File: config.mk
export PLATFORM = sky130hd
export DESIGN_NAME = mc_cmd_framer
export DESIGN_NICKNAME = d
export VERILOG_FILES = /design/src/rtl/mc_cmd_framer.sv
export SDC_FILE = /design/constraint.sdc
export NUM_CORES = 1
export LEC_CHECK = 0
export BUFFER_PORTS_ARGS = -buffer_cell sky130_fd_sc_hd__buf_2
export CAP_MARGIN = 40
export CORE_ASPECT_RATIO = 1.75
export CORE_UTILIZATION = 45
export CTS_BUF_LIST = sky130_fd_sc_hd__clkbuf_8 sky130_fd_sc_hd__clkbuf_16
export DETAILED_ROUTE_END_ITERATION = 16
export GPL_ROUTABILITY_DRIVEN = 0
export HOLD_SLACK_MARGIN = 0.02
export PLACE_DENSITY_LB_ADDON = 0.15
export SLEW_MARGIN = 20
export SYNTH_ARGS = -nofsm -noshare
export SYNTH_HDL_FRONTEND = slang
export SYNTH_SLANG_ARGS = --single-unit
export TNS_END_PERCENT = 100
File: constraint.sdc
create_clock -name clk -period 11.3 [get_ports clk]
set_clock_uncertainty 0.15 [all_clocks]
set_input_delay 2.825 -clock clk [delete_from_list [all_inputs] [get_ports clk]]
set_output_delay 2.825 -clock clk [all_outputs]
set_load 0.005 [all_outputs]
File: src/rtl/mc_cmd_framer.sv
// Command framer for the matrix coprocessor: accepts commands, prefetches operand
// words and streams them as a registered burst. Watchdog enabled by MC_FRAMER_TIMEOUT_EN.
//   state    | meaning
//   IDLE     | ready for a command
//   FILL     | prefetching min(N, FIFO_DEPTH) words
//   BURST    | issuing N words (or one zero word for N=1 actions)
//   WAIT_OUT | waiting for MC out_valid to rise
//   WAIT_END | waiting for MC out_valid to fall
module mc_cmd_framer #(
  parameter int FIFO_DEPTH = 8
) (
  input  logic        clk,
  input  logic        rst,
  input  logic        cmd_valid,
  output logic        cmd_ready,
  input  logic [2:0]  cmd_action,
  input  logic [1:0]  cmd_size,
  input  logic        word_valid,
  input  logic [31:0] word_data,
  output logic        word_ready,
  output logic        in_valid,
  output logic [31:0] in_data,
  output logic [1:0]  size,
  output logic [2:0]  action,
  input  logic        mc_out_valid,
  output logic        busy,
  output logic        err_underrun,
  output logic        err_action,
  output logic        err_timeout
);
  localparam int AW = $clog2(FIFO_DEPTH);
  localparam int CW = AW + 1;

  typedef enum logic [2:0] {S_IDLE, S_FILL, S_BURST, S_WAIT_OUT, S_WAIT_END} state_t;
  state_t state_q, state_d;

  logic [1:0]    len_q, len_d;        // LEN = 4 << len_q
  logic [2:0]    act_q, act_d;
  logic [10:0]   n_q, n_d;
  logic [10:0]   acc_q, acc_d;
  logic [10:0]   iss_q, iss_d;
  logic          data_cmd_q, data_cmd_d;

  logic [31:0]   mem_q [FIFO_DEPTH];
  logic [AW-1:0] wr_ptr_q, rd_ptr_q;
  logic [CW-1:0] cnt_q, fill_tgt;

  logic          in_valid_q, in_valid_d;
  logic [31:0]   in_data_q, in_data_d;
  logic [1:0]    size_q, size_d;
  logic [2:0]    action_q, action_d;
  logic          err_underrun_q, err_action_q;

  logic accept, push, pop, issue, underrun, fifo_full, fifo_empty, wdog_hit;

  function automatic logic [10:0] burst_len(input logic [1:0] code);
    burst_len = 11'd16 << {code, 1'b0};
  endfunction

  assign accept     = cmd_valid && cmd_ready;
  assign fifo_full  = (cnt_q == CW'(FIFO_DEPTH));
  assign fifo_empty = (cnt_q == '0);
  assign fill_tgt   = (n_q < 11'(FIFO_DEPTH)) ? n_q[CW-1:0] : CW'(FIFO_DEPTH);
  assign push       = word_valid && word_ready;

  // State register and all sequential state
  always_ff @(posedge clk or posedge rst) begin
    if (rst) begin
      state_q        <= S_IDLE;
      len_q          <= 2'b00;
      act_q          <= 3'b000;
      n_q            <= 11'd0;
      acc_q          <= 11'd0;
      iss_q          <= 11'd0;
      data_cmd_q     <= 1'b0;
      wr_ptr_q       <= '0;
      rd_ptr_q       <= '0;
      cnt_q          <= '0;
      in_valid_q     <= 1'b0;
      in_data_q      <= 32'd0;
      size_q         <= 2'b00;
      action_q       <= 3'b000;
      err_underrun_q <= 1'b0;
      err_action_q   <= 1'b0;
    end else begin
      state_q        <= state_d;
      len_q          <= len_d;
      act_q          <= act_d;
      n_q            <= n_d;
      acc_q          <= acc_d;
      iss_q          <= iss_d;
      data_cmd_q     <= data_cmd_d;
      if (push) wr_ptr_q <= wr_ptr_q + AW'(1);
      if (pop)  rd_ptr_q <= rd_ptr_q + AW'(1);
      cnt_q          <= cnt_q + CW'(push) - CW'(pop);
      in_valid_q     <= in_valid_d;
      in_data_q      <= in_data_d;
      size_q         <= size_d;
      action_q       <= action_d;
      err_underrun_q <= err_underrun_q | underrun;
      err_action_q   <= err_action_q | (accept && (cmd_action == 3'b111));
    end
  end

  always_ff @(posedge clk) begin
    if (push) mem_q[wr_ptr_q] <= word_data;
  end

  // Next-state logic
  always_comb begin
    state_d    = state_q;
    len_d      = len_q;
    act_d      = act_q;
    n_d        = n_q;
    data_cmd_d = data_cmd_q;
    acc_d      = acc_q + 11'(push);
    iss_d      = iss_q + 11'(issue);
    case (state_q)
      S_IDLE: begin
        if (accept && (cmd_action != 3'b111)) begin
          act_d = cmd_action;
          acc_d = 11'd0;
          iss_d = 11'd0;
          if (cmd_action[2]) begin
            data_cmd_d = 1'b1;
            if (cmd_action == 3'b100) begin
              len_d = cmd_size;
              n_d   = burst_len(cmd_size);
            end else begin
              n_d   = burst_len(len_q);
            end
            state_d = S_FILL;
          end else begin
            data_cmd_d = 1'b0;
            n_d        = 11'd1;
            state_d    = S_BURST;
          end
        end
      end
      S_FILL:     if (cnt_q == fill_tgt) state_d = S_BURST;
      S_BURST:    if (iss_q == n_q) state_d = S_WAIT_OUT;
      S_WAIT_OUT: begin
        if (wdog_hit)          state_d = S_IDLE;
        else if (mc_out_valid) state_d = S_WAIT_END;
      end
      S_WAIT_END: if (!mc_out_valid) state_d = S_IDLE;
      default:    state_d = S_IDLE;
    endcase
  end

  // Output logic: issue decision and registered MC-side values
  always_comb begin
    issue      = 1'b0;
    underrun   = 1'b0;
    pop        = 1'b0;
    in_valid_d = 1'b0;
    in_data_d  = 32'd0;
    size_d     = 2'b00;
    action_d   = 3'b000;
    if ((state_q == S_BURST) && (iss_q < n_q)) begin
      if (!data_cmd_q || !fifo_empty) issue = 1'b1;
      else                            underrun = 1'b1;
    end
    pop = issue && data_cmd_q;
    if (issue) begin
      in_valid_d = 1'b1;
      in_data_d  = data_cmd_q ? mem_q[rd_ptr_q] : 32'd0;
      size_d     = len_q;
      action_d   = act_q;
    end
  end

  assign cmd_ready    = (state_q == S_IDLE);
  assign busy         = (state_q != S_IDLE);
  assign word_ready   = data_cmd_q && !fifo_full && (acc_q < n_q) &&
                        ((state_q == S_FILL) || (state_q == S_BURST));
  assign in_valid     = in_valid_q;
  assign in_data      = in_data_q;
  assign size         = size_q;
  assign action       = action_q;
  assign err_underrun = err_underrun_q;
  assign err_action   = err_action_q;

`ifdef MC_FRAMER_TIMEOUT_EN
  logic [15:0] wdog_q;
  logic        err_timeout_q;

  assign wdog_hit = (state_q == S_WAIT_OUT) && (wdog_q == 16'hFFFF) && !mc_out_valid;

  always_ff @(posedge clk or posedge rst) begin
    if (rst) begin
      wdog_q        <= 16'd0;
      err_timeout_q <= 1'b0;
    end else begin
      wdog_q        <= (state_q == S_WAIT_OUT) ? wdog_q + 16'd1 : 16'd0;
      err_timeout_q <= err_timeout_q | wdog_hit;
    end
  end

  assign err_timeout = err_timeout_q;
`else
  assign wdog_hit    = 1'b0;
  assign err_timeout = 1'b0;
`endif

endmodule

# --- Yosys cells after proc, flatten, opt, wreduce, memory -nomap -nowiden ---
# Memory sizes are Yosys's and may differ from the RTL's.
# Index checks and enable logic that the tools add are counted.
totals:
  mem_count: 1
  output_inout_bits: 44
  ram_bits: 256
  reg_bits: 92
  word_cells: 91
  in_bits: 42
memory_table:
  columns: ["memory", "depth", "width", "rd", "rd_ports_with_merged_regs", "wr", "line_no", "source"]
  rows:
  - ["mem_q", 8, 32, 1, 0, 1, "44", "logic [31:0] mem_q [FIFO_DEPTH];"]
classes:
  order_cmp: 3
  n_eq_ne: 15
  bitwise: 2
  n_addsub: 6
  n_shift: 2
  n_reduce_logical: 20
  n_mux: 26
op_table:
  columns: ["cell", "count"]
  rows:
  - ["$mux 11", 6]
  - ["$mux 32", 2]
  - ["$add 11x1->11", 2]
  - ["$lt 11x11->1", 2]
  - ["$shl 5x3->11 const A", 2]
  - ["$mux 3", 6]
  - ["$pmux 3 s5", 1]
  - ["$eq 11x11->1", 1]
  - ["$lt 11x4->1 const B", 1]
  - ["$eq 3x3->1 const B", 3]
  - ["$logic_and 1x1->1", 9]
  - ["$mux 1", 8]
  - ["$ne 2x2->1 const B", 4]
  - ["$add 3x1->3 const B", 2]
  - ["$eq 3x2->1 const B", 2]
  - ["$reduce_and 5->1", 1]
  - ["$add 4x1->4", 1]
  - ["$eq 4x4->1", 1]
  - ["$eq 4x4->1 const B", 1]
  - ["$logic_not 4->1", 1]
  - ["$mux 2", 2]
  - ["$mux 4", 1]
  - ["$reduce_and 4->1", 1]
  - ["$sub 4x1->4", 1]
  - ["other kinds (9)", 13]

# --- Longest topological paths before layout ---
logic_depth:
  depth_word: 9
  mapped_depth: 14
  mapped_depth_nobuf: 14

# --- Worst setup path before layout ---
# Ideal clock, no wire load.
synth_path:
  kind: "input-to-reg"
  start: "in word_valid"
  end: "mem mem_q[0][0], enable pin"
  arrival_ns: 6.028
  path_slack_ns: 4.620
  n_path_buf: 0
  path_stages: 2
  setup_ns: 0.501
  t_required_ns: 10.649
  cell_sequence: "nand3_2 > nor4_1"
synth_via:
  elab_chain_len: 3
synth_lines:
  columns: ["element", "line_no", "source"]
  rows:
  - ["from (decl)", "18", "input logic word_valid,"]
  - ["$logic_and 1x1->1", "64", "assign push = word_valid && word_ready;"]
  - ["$mux 1", "106", "if (push) mem_q[wr_ptr_q] <= word_data;"]
  - ["$mux 1 (not written as such)", "106", null]
  - ["to (decl)", "44", null]
# No other way between the ends.

# --- Worst setup path after layout ---
layout_path:
  start: "reg acc_q[6]"
  end: "out word_ready"
layout_via:
  elab_chain_len: 3
layout_lines:
  columns: ["element", "line_no", "source"]
  rows:
  - ["from (decl)", "40", "logic [10:0] acc_q, acc_d;"]
  - ["from (signal assigned)", "73", "acc_q <= 11'd0;"]
  - ["from (signal assigned)", "90", "acc_q <= acc_d;"]
  - ["$lt 11x11->1", "175", "assign word_ready = data_cmd_q && !fifo_full && (acc_q < n_q) &&"]
  - ["$logic_and 1x1->1 (2 in series)", "175", null]
  - ["to (decl)", "20", "output logic word_ready,"]
# No other way between the ends.

==> metrics <==
unrepaired setup endpoints after global routing=false; die width=132 um; YS warnings=0; drt first pass iters=4; root buf cell=clkbuf_16; most common flop cell mapped by yosys=edfxtp_1; Area Growth Syn to Fin=15.3%; number of global-route vias before repair=7162; row count=83; Top Usage Layer GRT=met2; I/O Buffers=84; Max Cap Violations=0; routed len/inst=21.8 um; largest net degree at the start of global routing=55; H-tree levels=1; DRC Markers=0; CTS clk-pin slew, worst paths=0.06 ns; met1 Use GR=21.6%; number of I/O pins=86; Initial DRC Count=349; Unique masters post-synth=55; Peak Freq=175 MHz; Critical Path Fanout Max=6; Hold Fails Final Rpt=0; number of flops mapped to enable cells by yosys=256; CP endpoint kind=output pin; status=finished, final reports clean; CTS Hold Bufs=0; CTS tree=built; initial antenna violation count=3; Arrival @ worst endpoint=2.75 ns; all-layer global routing usage=18.4%; Final Slew Violations=0; Final setup viols=0; Hold Path Class=reg2reg; GRT Residual Overflow=0; first-pass GRT wire length=41800 um; post-layout minimum cycle time=5.73 ns; grt met2 use=34.2%; worst vdd ir=0.151 mV; Layout Nets=881; worst rel slew slack=49.0%; share of cells above drive strength 1=28.5%; die area=30300 um^2; # resized after CTS=0; startpoint types=flop; Final HPWL DP=15300 um; Seq/Total Area, Yosys=73.6%; final core utilization=52.5%; Mapped Nets=777; Die Y-Extent=230 um; Vias=6595; total power=0.00351 W; total wire length=26700 um; Clock Sinks=341; Post-CTS Setup Inserts=0; Pwr Density=228 nW/um^2; Post-synth ARST share=24.9%; Post-Syn Area=13300 um^2; Starting Density=45.5%; clk_lat worst skew=0.56 ns; Slew @ Worst Pin=0.764 ns; Seq cells post-synth=341; Num CTS Buffers=30; Core ar.=29300 um^2; P_leak=5.73 nW; CP required=8.33 ns; syn_area_per_cell=18.7 um^2; met3 Usage GRT=2.51%; setup TNS=0 ns; Max clock buf depth=3; final hold slack=0.335 ns; Detail Route Antenna Nets=0; Crit Path Category=reg2out; period utilization=50.7%; Mapped Cells=713; vias per inst=5.38
[report_power, final]
| part | switching, W | internal (W) | leakage (nW) | total, W |
|---|---|---|---|---|
| Sequential | 0.000101 | 0.00146 | 3.44 | 0.00156 |
| Clock | 0.000443 | 0.000619 | 0.524 | 0.00106 |
| Combinational | 0.000443 | 0.000442 | 1.76 | 0.000885 |
[cell usage after synthesis, types with 5 or more instances]
master / instances / area share [%]
and2_1: 7 / 0.33
and3_1: 6 / 0.28
buf_1: 6 / 0.17
buf_2: 7 / 0.26
clkbuf_1: 10 / 0.28
dfrtp_1: 85 / 16
edfxtp_1: 256 / 58
ha_1: 21 / 2.0
inv_1: 17 / 0.48
mux2i_1: 34 / 2.6
mux4_2: 64 / 11
nand2_1: 22 / 0.62
nand2b_1: 6 / 0.28
nand3_1: 19 / 0.71
nor2_1: 59 / 1.7
nor3_1: 5 / 0.19
nor4_1: 5 / 0.23
xnor2_1: 10 / 0.66
xor2_1: 16 / 1.1
[per-layer routing]
layer	wire (um)	vias up
met3	867	44
li1	-	2971
met2	14500	114
met5	8	-
met4	655	2
met1	10700	3464
[placed cells by master (no fill, tap or decap), types with 4 or more instances in the layout]
cell type | netlist | final
and2_1 | 7 | 7
and3_1 | 6 | 6
buf_2 | 7 | 84
buf_4 | 1 | 12
bufinv_16 | 0 | 5
clkbuf_16 | 0 | 31
clkinv_2 | 0 | 8
clkinvlp_4 | 0 | 4
dfrtp_1 | 85 | 82
edfxtp_1 | 256 | 256
ha_1 | 21 | 21
inv_1 | 17 | 21
mux2_2 | 4 | 4
mux2i_1 | 34 | 34
mux4_2 | 64 | 64
nand2_1 | 22 | 22
nand2b_1 | 6 | 6
nand3_1 | 19 | 19
nor2_1 | 59 | 59
nor3_2 | 0 | 5
xnor2_1 | 10 | 10
xor2_1 | 16 | 16
[sequential cells by signal, indices dropped and copies added (netlist names), 2 cells and up]
name	cells
mem_q	256
in_data	32
acc_q	11
iss_q	11
n_q	5
cnt_q	4
act_q	3
action	3
rd_ptr_q	3
state_q	3
wr_ptr_q	3
len_q	2
size	2
[logic make-up after synthesis]
family | synth area share, %
flops | 73.6
simple gates | 5.55
mux | 13.8
buf+inv | 1.57
compound gates | 1.60
xor+xnor | 1.71
fa+ha+maj | 2.12
other cells | 0.0281
[final cells by class]
type / count / area, um^2
diodes: 2 / 5.00
clock buffers: 32 / 790
clock inverters: 24 / 251
fillers: 2412 / 13900
inverters: 18 / 70.1
multi-input cells: 326 / 3350
flip-flops and latches: 341 / 9820
well taps: 382 / 478
repair buffers: 100 / 601
[worst max-delay path: stages, from the launching register on]
cell and delay [ns]:
dfrtp_1 0.44, ha_1 0.32, nor4bb_1 0.30, a221oi_1 0.12, or4_4 0.52, nand2_1 0.26, inv_1 0.10, buf_2 0.14
[per-stage QoR]
stage	cells	cell area [um^2]	setup WS [ns]
floorplan	713	13300	4.62
global placement	1163	14200	6.26
detailed placement	1166	14300	6.18
CTS	1222	15300	5.57
global route	1224	15400	5.44
finish	1225	15400	5.57
[final timing paths]
kind,startpoint,to,slack [ns],cells past startpoint
max in group asynchronous,rst,iss_q[7],8.05,4
min,err_underrun,err_underrun,0.34,1
min reg2reg,err_underrun,err_underrun,0.34,1
max,acc_q[6],word_ready,5.57,7
min in group asynchronous,rst,in_data[25],2.08,2
max reg2reg,n_q[10],cnt_q[2],7.29,13
(Power assumes the default switching activity.)
